`src/rtl/inst_fetch_resp.sv`:
```
// -----------------------------------------------------------------------------
// inst_fetch_resp
//
// Memory-side responder for instruction fetches coming out of the IF stage.
// Turns each fetch strobe into one SRAM-like req/addr_ok/data_ok transaction.
// The returned word goes to the IF/ID register, and the pipeline is stalled
// while the transaction is outstanding. A fetch that IF has already flagged
// with an exception never reaches the bus. Instead it completes at once with
// NOP_WORD and the incoming exception code.
//
// Ports
//   cpu_clk_50M     in   clock, all state on the rising edge
//   cpu_rst         in   asynchronous, active-high reset
//   if_ce_i         in   fetch request valid this cycle
//   if_inst_addr_i  in   physical fetch address
//   if_exc_code_i   in   exception code attached to the fetch by IF
//   stall_i         in   IF/ID cannot take a result this cycle
//   flush_i         in   kill the current fetch (redirect / exception)
//   inst_o          out  returned instruction word
//   inst_valid_o    out  inst_o / exc_code_o valid; consumed when !stall_i
//   exc_code_o      out  exception attached to inst_o
//   stall_req_o     out  pipeline stall request while a fetch is in flight
//   mem_req_o       out  bus request (registered)
//   mem_addr_o      out  bus address (registered, stable until addr_ok)
//   mem_addr_ok_i   in   bus accepted the address this cycle
//   mem_data_ok_i   in   bus returns mem_rdata_i this cycle
//   mem_rdata_i     in   bus read data
// -----------------------------------------------------------------------------
module inst_fetch_resp #(
    parameter int               EXC_W    = 5,
    parameter int               TIMEOUT  = 255,
    parameter logic [EXC_W-1:0] EC_NONE  = '0,
    parameter logic [EXC_W-1:0] EC_IBE   = EXC_W'(6),
    parameter logic [31:0]      NOP_WORD = 32'h0
) (
    input  logic             cpu_clk_50M,
    input  logic             cpu_rst,
    input  logic             if_ce_i,
    input  logic [31:0]      if_inst_addr_i,
    input  logic [EXC_W-1:0] if_exc_code_i,
    input  logic             stall_i,
    input  logic             flush_i,
    output logic [31:0]      inst_o,
    output logic             inst_valid_o,
    output logic [EXC_W-1:0] exc_code_o,
    output logic             stall_req_o,
    output logic             mem_req_o,
    output logic [31:0]      mem_addr_o,
    input  logic             mem_addr_ok_i,
    input  logic             mem_data_ok_i,
    input  logic [31:0]      mem_rdata_i
);

    localparam int CTR_W = (TIMEOUT > 2) ? $clog2(TIMEOUT) : 1;

    typedef enum logic [2:0] {
        S_IDLE,
        S_ADDR,
        S_WAIT,
        S_HOLD,
        S_DROP
    } state_t;

    state_t             r_state;
    logic [CTR_W-1:0]   r_ctr;
    logic               r_drop_seen;   // late data_ok already absorbed in DROP
    logic [31:0]        r_inst;
    logic [EXC_W-1:0]   r_exc;
    logic               r_valid;
    logic               r_req;
    logic [31:0]        r_addr;

    logic w_accept;
    logic w_fault;
    logic w_drop_done;
    logic w_keep_result;

    // A new fetch is taken in IDLE, or from HOLD in the same cycle the held
    // result is consumed (back-to-back). A flush always wins.
    assign w_accept = if_ce_i && !flush_i &&
                      ((r_state == S_IDLE) || ((r_state == S_HOLD) && !stall_i));
    assign w_fault  = (if_exc_code_i != EC_NONE);

    // DROP may only end once the outstanding data_ok has been seen. A timeout
    // result that is still waiting for the consumer keeps DROP alive too.
    assign w_drop_done   = r_drop_seen || mem_data_ok_i;
    assign w_keep_result = r_valid && stall_i && !flush_i;

    assign stall_req_o = (r_state == S_ADDR) || (r_state == S_WAIT) ||
                         (r_state == S_DROP) ||
                         ((r_state == S_IDLE) && w_accept);

    assign inst_o       = r_inst;
    assign inst_valid_o = r_valid;
    assign exc_code_o   = r_exc;
    assign mem_req_o    = r_req;
    assign mem_addr_o   = r_addr;

    always_ff @(posedge cpu_clk_50M or posedge cpu_rst) begin
        if (cpu_rst) begin
            r_state     <= S_IDLE;
            r_ctr       <= '0;
            r_drop_seen <= 1'b0;
            r_inst      <= '0;
            r_exc       <= EC_NONE;
            r_valid     <= 1'b0;
            r_req       <= 1'b0;
            r_addr      <= '0;
        end else if (w_accept) begin
            if (w_fault) begin
                // Faulted fetch completes locally, the bus is never touched.
                r_state <= S_HOLD;
                r_inst  <= NOP_WORD;
                r_exc   <= if_exc_code_i;
                r_valid <= 1'b1;
                r_req   <= 1'b0;
            end else begin
                r_state <= S_ADDR;
                r_addr  <= if_inst_addr_i;
                r_req   <= 1'b1;
                r_valid <= 1'b0;
            end
        end else begin
            case (r_state)
                S_IDLE: ;

                S_ADDR: begin
                    if (flush_i) begin
                        r_req <= 1'b0;
                        // Once the address is accepted, the data beat is owed to us.
                        if (mem_addr_ok_i) begin
                            r_state     <= S_DROP;
                            r_drop_seen <= 1'b0;
                        end else begin
                            r_state <= S_IDLE;
                        end
                    end else if (mem_addr_ok_i) begin
                        r_req   <= 1'b0;
                        r_state <= S_WAIT;
                        r_ctr   <= '0;
                    end
                end

                S_WAIT: begin
                    r_ctr <= r_ctr + 1'b1;
                    if (flush_i) begin
                        // Data arriving with the flush closes the transaction.
                        if (mem_data_ok_i) begin
                            r_state <= S_IDLE;
                        end else begin
                            r_state     <= S_DROP;
                            r_drop_seen <= 1'b0;
                        end
                    end else if (mem_data_ok_i) begin
                        r_state <= S_HOLD;
                        r_inst  <= mem_rdata_i;
                        r_exc   <= EC_NONE;
                        r_valid <= 1'b1;
                    end else if (r_ctr == CTR_W'(TIMEOUT - 1)) begin
                        // Bus error: deliver it now, still drain the late beat.
                        r_state     <= S_DROP;
                        r_drop_seen <= 1'b0;
                        r_inst      <= NOP_WORD;
                        r_exc       <= EC_IBE;
                        r_valid     <= 1'b1;
                    end
                end

                S_HOLD: begin
                    if (flush_i || !stall_i) begin
                        r_valid <= 1'b0;
                        r_state <= S_IDLE;
                    end
                end

                S_DROP: begin
                    if (r_valid && (flush_i || !stall_i))
                        r_valid <= 1'b0;
                    if (mem_data_ok_i)
                        r_drop_seen <= 1'b1;
                    if (w_drop_done && !w_keep_result)
                        r_state <= S_IDLE;
                end

                default: r_state <= S_IDLE;
            endcase
        end
    end

    // The bus must not return data before it has accepted the address.
    a_no_early_data : assert property (@(posedge cpu_clk_50M) disable iff (cpu_rst)
        !((r_state == S_ADDR) && mem_data_ok_i));

endmodule

```
`config.mk`:
```
export PLATFORM = sky130hd
export DESIGN_NAME = inst_fetch_resp
export DESIGN_NICKNAME = d
export VERILOG_FILES = /design/src/rtl/inst_fetch_resp.sv
export SDC_FILE = /design/constraint.sdc
export NUM_CORES = 1
export LEC_CHECK = 0
export CAP_MARGIN = 10
export CORE_MARGIN = 4
export CORE_UTILIZATION = 32
export CTS_BUF_LIST = sky130_fd_sc_hd__clkbuf_16
export CTS_CLUSTER_DIAMETER = 40
export DETAILED_ROUTE_END_ITERATION = 6
export PLACE_DENSITY = 0.61
export SLEW_MARGIN = 0
export SYNTH_ARGS = -nofsm -noshare
export SYNTH_HDL_FRONTEND = slang
export SYNTH_SLANG_ARGS = --single-unit
```
`constraint.sdc`:
```
create_clock -name cpu_clk_50M -period 3.7 [get_ports cpu_clk_50M]
set_input_delay 0.925 -clock cpu_clk_50M [delete_from_list [all_inputs] [get_ports cpu_clk_50M]]
set_output_delay 0.925 -clock cpu_clk_50M [all_outputs]
set_load 0.005 [all_outputs]
```
==> results of run 1 <==
-- registers in the layout, summed over array words and instances, names as in the netlist --
signal,count
r_ctr,8
r_state,3
exc_code_o,5
mem_addr_o,32
r_drop_seen,1
mem_req_o,1
inst_valid_o,1
inst_o,32
-- power by group through the flow --
stage                     combinational (W)  sequential [W]  clock (W)
after global routing                0.00144         0.00148   0.000973
after CTS                           0.00132         0.00143   0.000935
final                               0.00130         0.00143   0.000904
after global placement              0.00130         0.00144          0
after floorplan                    0.000558         0.00141          0
after detailed placement            0.00132         0.00144          0
-- metal layers --
metal / share of wire / track usage / wire [um] / vias up
met3: 0.058 / 0.0360 / 526 / 11
met5: 0 / 0 / 0 / -
met2: 0.50 / 0.226 / 4530 / 82
li1: - / - / - / 1410
met4: 0.017 / 0.0610 / 157 / 0
met1: 0.43 / 0.186 / 3890 / 1416
-- worst paths after layout --
| kind | start | end | slack [ps] | cells past startpoint |
|---|---|---|---|---|
| worst min-delay path | exc_code_o[2]$_DFFE_PP0P_ | exc_code_o[2]$_DFFE_PP0P_ | 490 | 1 |
| worst max-delay path | flush_i | stall_req_o | 370 | 4 |
| worst max register to register | r_state[1]$_DFFE_PP0P_ | inst_o[26]$_DFFE_PP0P_ | 1380 | 6 |
| worst min register to register | exc_code_o[2]$_DFFE_PP0P_ | exc_code_o[2]$_DFFE_PP0P_ | 490 | 1 |
| min in group asynchronous | cpu_rst | mem_addr_o[26]$_DFFE_PP0P_ | 940 | 2 |
| max in group asynchronous | cpu_rst | inst_o[12]$_DFFE_PP0P_ | 2100 | 3 |
-- kinds of logic after synthesis --
kind of cell | share of synthesized area
adder cells (fa/ha/maj) | 0.00676
flip-flops | 0.561
AND/OR/NAND/NOR | 0.0956
multiplexers | 0.199
AO/OA/AOI/OAI | 0.0747
XOR/XNOR | 0.00237
buffers and inverters | 0.0611
-- final cells by class --
| type | count | area share |
|---|---|---|
| Inverter | 37 | 0.0249 |
| Clock inverter | 6 | 0.0133 |
| Sequential cell | 83 | 0.369 |
| Clock buffer | 9 | 0.0400 |
| Timing Repair Buffer | 153 | 0.272 |
| Multi-Input combinational cell | 194 | 0.249 |
| Tap cell | 143 | 0.0318 |
-- metrics by stage --
stage	hold slack [ps]	util	worst slack, ps	total power [W]
after global routing	512	0.495	271	0.00390
final	495	0.495	372	0.00363
after floorplan	443	-	638	0.00197
after CTS	503	0.495	378	0.00369
after global placement	469	0.469	392	0.00273
after detailed placement	478	0.469	383	0.00276
-- cell usage in the layout, fill, tap and decap left out, types with 3 or more instances in the layout --
cell type and instances:
clkdlybuf4s50_1 147, dfrtp_1 83, nand2_1 45, inv_1 39, mux2_2 34, mux2i_1 33
o21ai_0 19, nor2_1 11, clkbuf_16 9, nand3_1 5, buf_4 5, nor3_1 4
a21oi_1 4, a31oi_1 4, a21o_1 3, a22o_1 3
==> results.sh, run 1 <==
export IMPL_drt_wirelength_per_cell_um=14.6
export IMPL_power_internal_w=0.00260
export IMPL_crit_path_top_delay_cell="clkdlybuf4s50_1"
export IMPL_clk_path_buf_depth=2
export IMPL_synth_top_cell_area_share=0.561
export IMPL_critPathMaxStageDelay_ps=550
export IMPL_fill_cells=1068
export IMPL_slew_headroom=0.649
export IMPL_synth_edff_count=0
export IMPL_dieArea_um2=13400
export IMPL_ys_ff_latch=83
export IMPL_timing_critical_path_mode_cell="clkdlybuf4s50_1"
export IMPL_final_cells=625
export IMPL_tns_ps=0
export IMPL_drt_iter0_drc=119
export IMPL_cts_repair_resized=0
export IMPL_ios=148
export IMPL_yosysSeqAreaShare=0.561
export IMPL_clkPwrFrac=0.249
export IMPL_critPathBufInv=2
export IMPL_drc=0
export IMPL_synthTopCellsByArea="dfrtp_1 56%, mux2_2 10%, mux2i_1 8.9%, nand2_1 4.6%, inv_1 3.8%"
export IMPL_yosys_area_top_type="dfrtp_1"
export IMPL_switchingPower_w=0.00103
export IMPL_initial_core_util=0.326
export IMPL_regArea_um2=2080
export IMPL_hold_buffers=0
export IMPL_placed_area_um2=5330
export IMPL_comb_power_share=0.357
export IMPL_finalHoldViolCount=0
export IMPL_die_w_um=116
export IMPL_postSynth_asyncResetShare=1.00
export IMPL_status="finished, final reports clean"
export IMPL_cts_setup_buffers=0
export IMPL_max_freq_ghz=0.300
export IMPL_place_congestion=0.806
export IMPL_hold_class="reg2reg"
export IMPL_ant_nets=0
export IMPL_first_pass_iters=5
export IMPL_hpwlAfterDp_um=6700
export IMPL_p_leak_nw=2.72
export IMPL_fp_coreArea_um2=11400
export IMPL_end_kind="output pin"
export IMPL_tightest_slew_ps=526
export IMPL_synthCells=329
export IMPL_numCtsBuffers=9
export IMPL_root_buffer="clkbuf_16"
export IMPL_yosysUniqueCellTypes=38
export IMPL_synth_most_common_cell="dfrtp_1"
export IMPL_peakVddDrop_uv=255
export IMPL_drive_gt1_frac=0.114
export IMPL_tritoncts="done"
export IMPL_wirelength_um=9110
export IMPL_switching_share=0.285
export IMPL_h_tree_depth=3
export IMPL_cts_clk_slew_worst_paths_ps=50
export IMPL_setup_viol=0
export IMPL_antenna_found_initial=0
export IMPL_crit_path_start_kind="primary input"
export IMPL_clkLatencyLatePin_ps=330
export IMPL_cts_sinks=83
export IMPL_post_route_min_period_ps=3330
export IMPL_skew_ps=3.29
export IMPL_ys_warn_count=0
export IMPL_pwr_share_seq=0.394
export IMPL_required_ps=2770
export IMPL_syn_avg_cell_area_um2=11.3
export IMPL_path_max_fanout=8
export IMPL_drv_slew=0
export IMPL_finalInstanceArea_um2=5630
export IMPL_dp_cells=610
export IMPL_grt_usage=0.143
export IMPL_vias=2919
export IMPL_critPathTopFamily="buffers and inverters"
export IMPL_synth_ff_type="dfrtp_1"
export IMPL_grt_pass1_wl_um=15000
export IMPL_area_growth_pct=52.0
export IMPL_grt_pass1_vias=3015
export IMPL_die_height_um=116
export IMPL_multi_input_area_um2=1400
export IMPL_syn_area_um2=3700
export IMPL_yosys_top_cells_count="83 x dfrtp_1, 45 x nand2_1, 37 x inv_1"
export IMPL_path_class="in2out"
export IMPL_finalCritPeriodShare=0.900
export IMPL_grt_max_degree=55
export IMPL_portBuffers=147
export IMPL_cap_violations=0
export IMPL_detail_route_vias_per_cell=4.67
export IMPL_rsz0062_at_grt="no"
export IMPL_grt_overflow=0
export IMPL_row_count=39
export IMPL_power_density_nw_per_um2=645
export IMPL_worstPathArrival_ps=2400
export IMPL_antenna_cells=0
export IMPL_crit_chain="clkdlybuf4s50_1, nand2b_1, a31oi_1, clkdlybuf4s50_1"
export IMPL_final_nets=556
export IMPL_syn_nets=407
No activity file was read; power rests on OpenSTA's default activity.
==> inputs of run 2 (changes only) <==
--- a/config.mk
+++ b/config.mk
@@ -7,11 +7,11 @@
 export LEC_CHECK = 0
 export CAP_MARGIN = 10
 export CORE_MARGIN = 4
-export CORE_UTILIZATION = 32
+export CORE_UTILIZATION = 43
 export CTS_BUF_LIST = sky130_fd_sc_hd__clkbuf_16
 export CTS_CLUSTER_DIAMETER = 40
 export DETAILED_ROUTE_END_ITERATION = 6
-export PLACE_DENSITY = 0.61
+export PLACE_DENSITY = 0.79
 export SLEW_MARGIN = 0
 export SYNTH_ARGS = -nofsm -noshare
 export SYNTH_HDL_FRONTEND = slang
==> results.sh, run 2 (synthesized netlist as in run 1, its figures left out) <==
export IMPL_h_tree_depth=3
export IMPL_switching_share=0.286
export IMPL_drt_iter0_drc=145
export IMPL_drt_wirelength_per_cell_um=16.2
export IMPL_path_max_fanout=8
export IMPL_setup_viol=0
export IMPL_cap_violations=0
export IMPL_post_place_ws_ps=419
export IMPL_status="finished, final reports clean"
export IMPL_area_growth_pct=51.9
export IMPL_comb_power_share=0.353
export IMPL_row_count=33
export IMPL_die_height_um=101
export IMPL_required_ps=2770
export IMPL_die_w_um=101
export IMPL_pwr_share_seq=0.383
export IMPL_path_class="in2out"
export IMPL_dp_cells=572
export IMPL_wirelength_um=9480
export IMPL_clkPwrFrac=0.264
export IMPL_antenna_found_initial=0
export IMPL_fin_ws_ps=408
export IMPL_post_route_min_period_ps=3290
export IMPL_portBuffers=147
export IMPL_drive_gt1_frac=0.122
export IMPL_peakVddDrop_uv=394
export IMPL_drv_slew=0
export IMPL_final_cell_mix="147 x clkdlybuf4s50_1, 83 x dfrtp_1, 45 x nand2_1"
export IMPL_crit_start="flush_i"
export IMPL_regArea_um2=2080
export IMPL_max_freq_ghz=0.304
export IMPL_numCtsBuffers=9
export IMPL_cts_repair_resized=0
export IMPL_grt_pass1_vias=3110
export IMPL_power_density_nw_per_um2=667
export IMPL_power_internal_w=0.00268
export IMPL_first_pass_iters=4
export IMPL_initial_core_util=0.446
export IMPL_hold_buffers=0
export IMPL_cts_clk_slew_worst_paths_ps=60
export IMPL_dieArea_um2=10200
export IMPL_clk_path_buf_depth=2
export IMPL_finalCritPeriodShare=0.890
export IMPL_antenna_cells=0
export IMPL_fp_coreArea_um2=8300
export IMPL_min_from="r_ctr[7]$_DFFE_PP0P_"
export IMPL_grt_usage=0.190
export IMPL_rsz0062_at_grt="no"
export IMPL_place_congestion=0.815
export IMPL_tns_ps=0
export IMPL_reg2reg_from="r_state[1]$_DFFE_PP0P_"
export IMPL_end_kind="output pin"
export IMPL_tritoncts="done"
export IMPL_hpwlAfterDp_um=6820
export IMPL_final_cells=587
export IMPL_grt_max_degree=44
export IMPL_vias=2943
export IMPL_cts_sinks=83
export IMPL_grt_pass1_wl_um=15100
export IMPL_hold_class="reg2reg"
export IMPL_tightest_slew_ps=741
export IMPL_final_common_cell="clkdlybuf4s50_1"
export IMPL_finalHoldViolCount=0
export IMPL_clkLatencyLatePin_ps=330
export IMPL_ios=148
export IMPL_crit_path_start_kind="primary input"
export IMPL_switchingPower_w=0.00107
export IMPL_p_leak_nw=2.74
export IMPL_detail_route_vias_per_cell=5.01
export IMPL_root_buffer="clkbuf_16"
export IMPL_worstPathArrival_ps=2370
export IMPL_final_nets=556
export IMPL_fill_cells=626
export IMPL_multi_input_area_um2=1400
export IMPL_slew_headroom=0.505
export IMPL_cts_setup_buffers=0
export IMPL_r2r_setup_slack_ps=1360
export IMPL_ant_nets=0
export IMPL_skew_ps=4.73
export IMPL_grt_overflow=0
export IMPL_drc=0
-- run 2: cell count changes in the layout (fill, tap and decap cells not counted), sizes merged --
cell / change
bufinv: +1
inv: -3
clkinv: +2
-- run 2: routing by layer --
layer / track usage / wire length [um] / vias up
li1: - / - / 1401
met1: 0.231 / 3670 / 1424
met3: 0.0727 / 888 / 13
met5: 0 / 0 / -
met4: 0.0725 / 129 / 0
met2: 0.306 / 4790 / 105
-- run 2: power groups by stage --
| stage | Sequential, W | Clock (W) | Combinational, W |
|---|---|---|---|
| after floorplan | 0.00141 | 0 | 0.000558 |
| after detailed placement | 0.00144 | 0 | 0.00133 |
| after CTS | 0.00143 | 0.00102 | 0.00135 |
| final | 0.00144 | 0.000991 | 0.00132 |
| after global routing | 0.00148 | 0.00105 | 0.00145 |
| after global placement | 0.00143 | 0 | 0.00130 |
-- run 2: per-stage QoR --
step           hold WS [ps]  instance area [um^2]   util  power (W)
4_1_cts                 481                  5620  0.678    0.00380
2_1_floorplan           443                  3700      -    0.00197
5_1_grt                 503                  5620  0.678    0.00398
3_5_place_dp            475                  5290  0.638    0.00277
3_3_place_gp            468                  5290  0.638    0.00273
6_report                484                  5620  0.678    0.00375
-- run 2: final cells by class --
type / count / share of cell area
Clock inverter: 6 / 0.0187
Tap cell: 105 / 0.0234
Clock buffer: 9 / 0.0400
Multi-Input combinational cell: 194 / 0.250
Inverter: 37 / 0.0249
Sequential cell: 83 / 0.369
Timing Repair Buffer: 153 / 0.274
-- run 2: final timing paths --
path | endpoint | cells past startpoint
max reg2reg | inst_o[27]$_DFFE_PP0P_ | 7
max | stall_req_o | 4
min | r_ctr[7]$_DFFE_PP0P_ | 1
min reg2reg | r_ctr[7]$_DFFE_PP0P_ | 1
max in group asynchronous | r_ctr[6]$_DFFE_PP0P_ | 3
min in group asynchronous | mem_addr_o[26]$_DFFE_PP0P_ | 2
-- run 2: critical path, cell delays in order --
cell	delay, ps
clkdlybuf4s50_1	540
nand2b_1	230
a31oi_1	160
clkdlybuf4s50_1	510
==> inputs of run 3 (changes only) <==
--- a/config.mk
+++ b/config.mk
@@ -12,7 +12,7 @@
 export CTS_CLUSTER_DIAMETER = 40
 export DETAILED_ROUTE_END_ITERATION = 6
 export PLACE_DENSITY = 0.79
-export SLEW_MARGIN = 0
+export SLEW_MARGIN = 20
 export SYNTH_ARGS = -nofsm -noshare
 export SYNTH_HDL_FRONTEND = slang
 export SYNTH_SLANG_ARGS = --single-unit
==> results of run 3 <==
No change in the layout: final DEF, timing and power equal those of run 2.
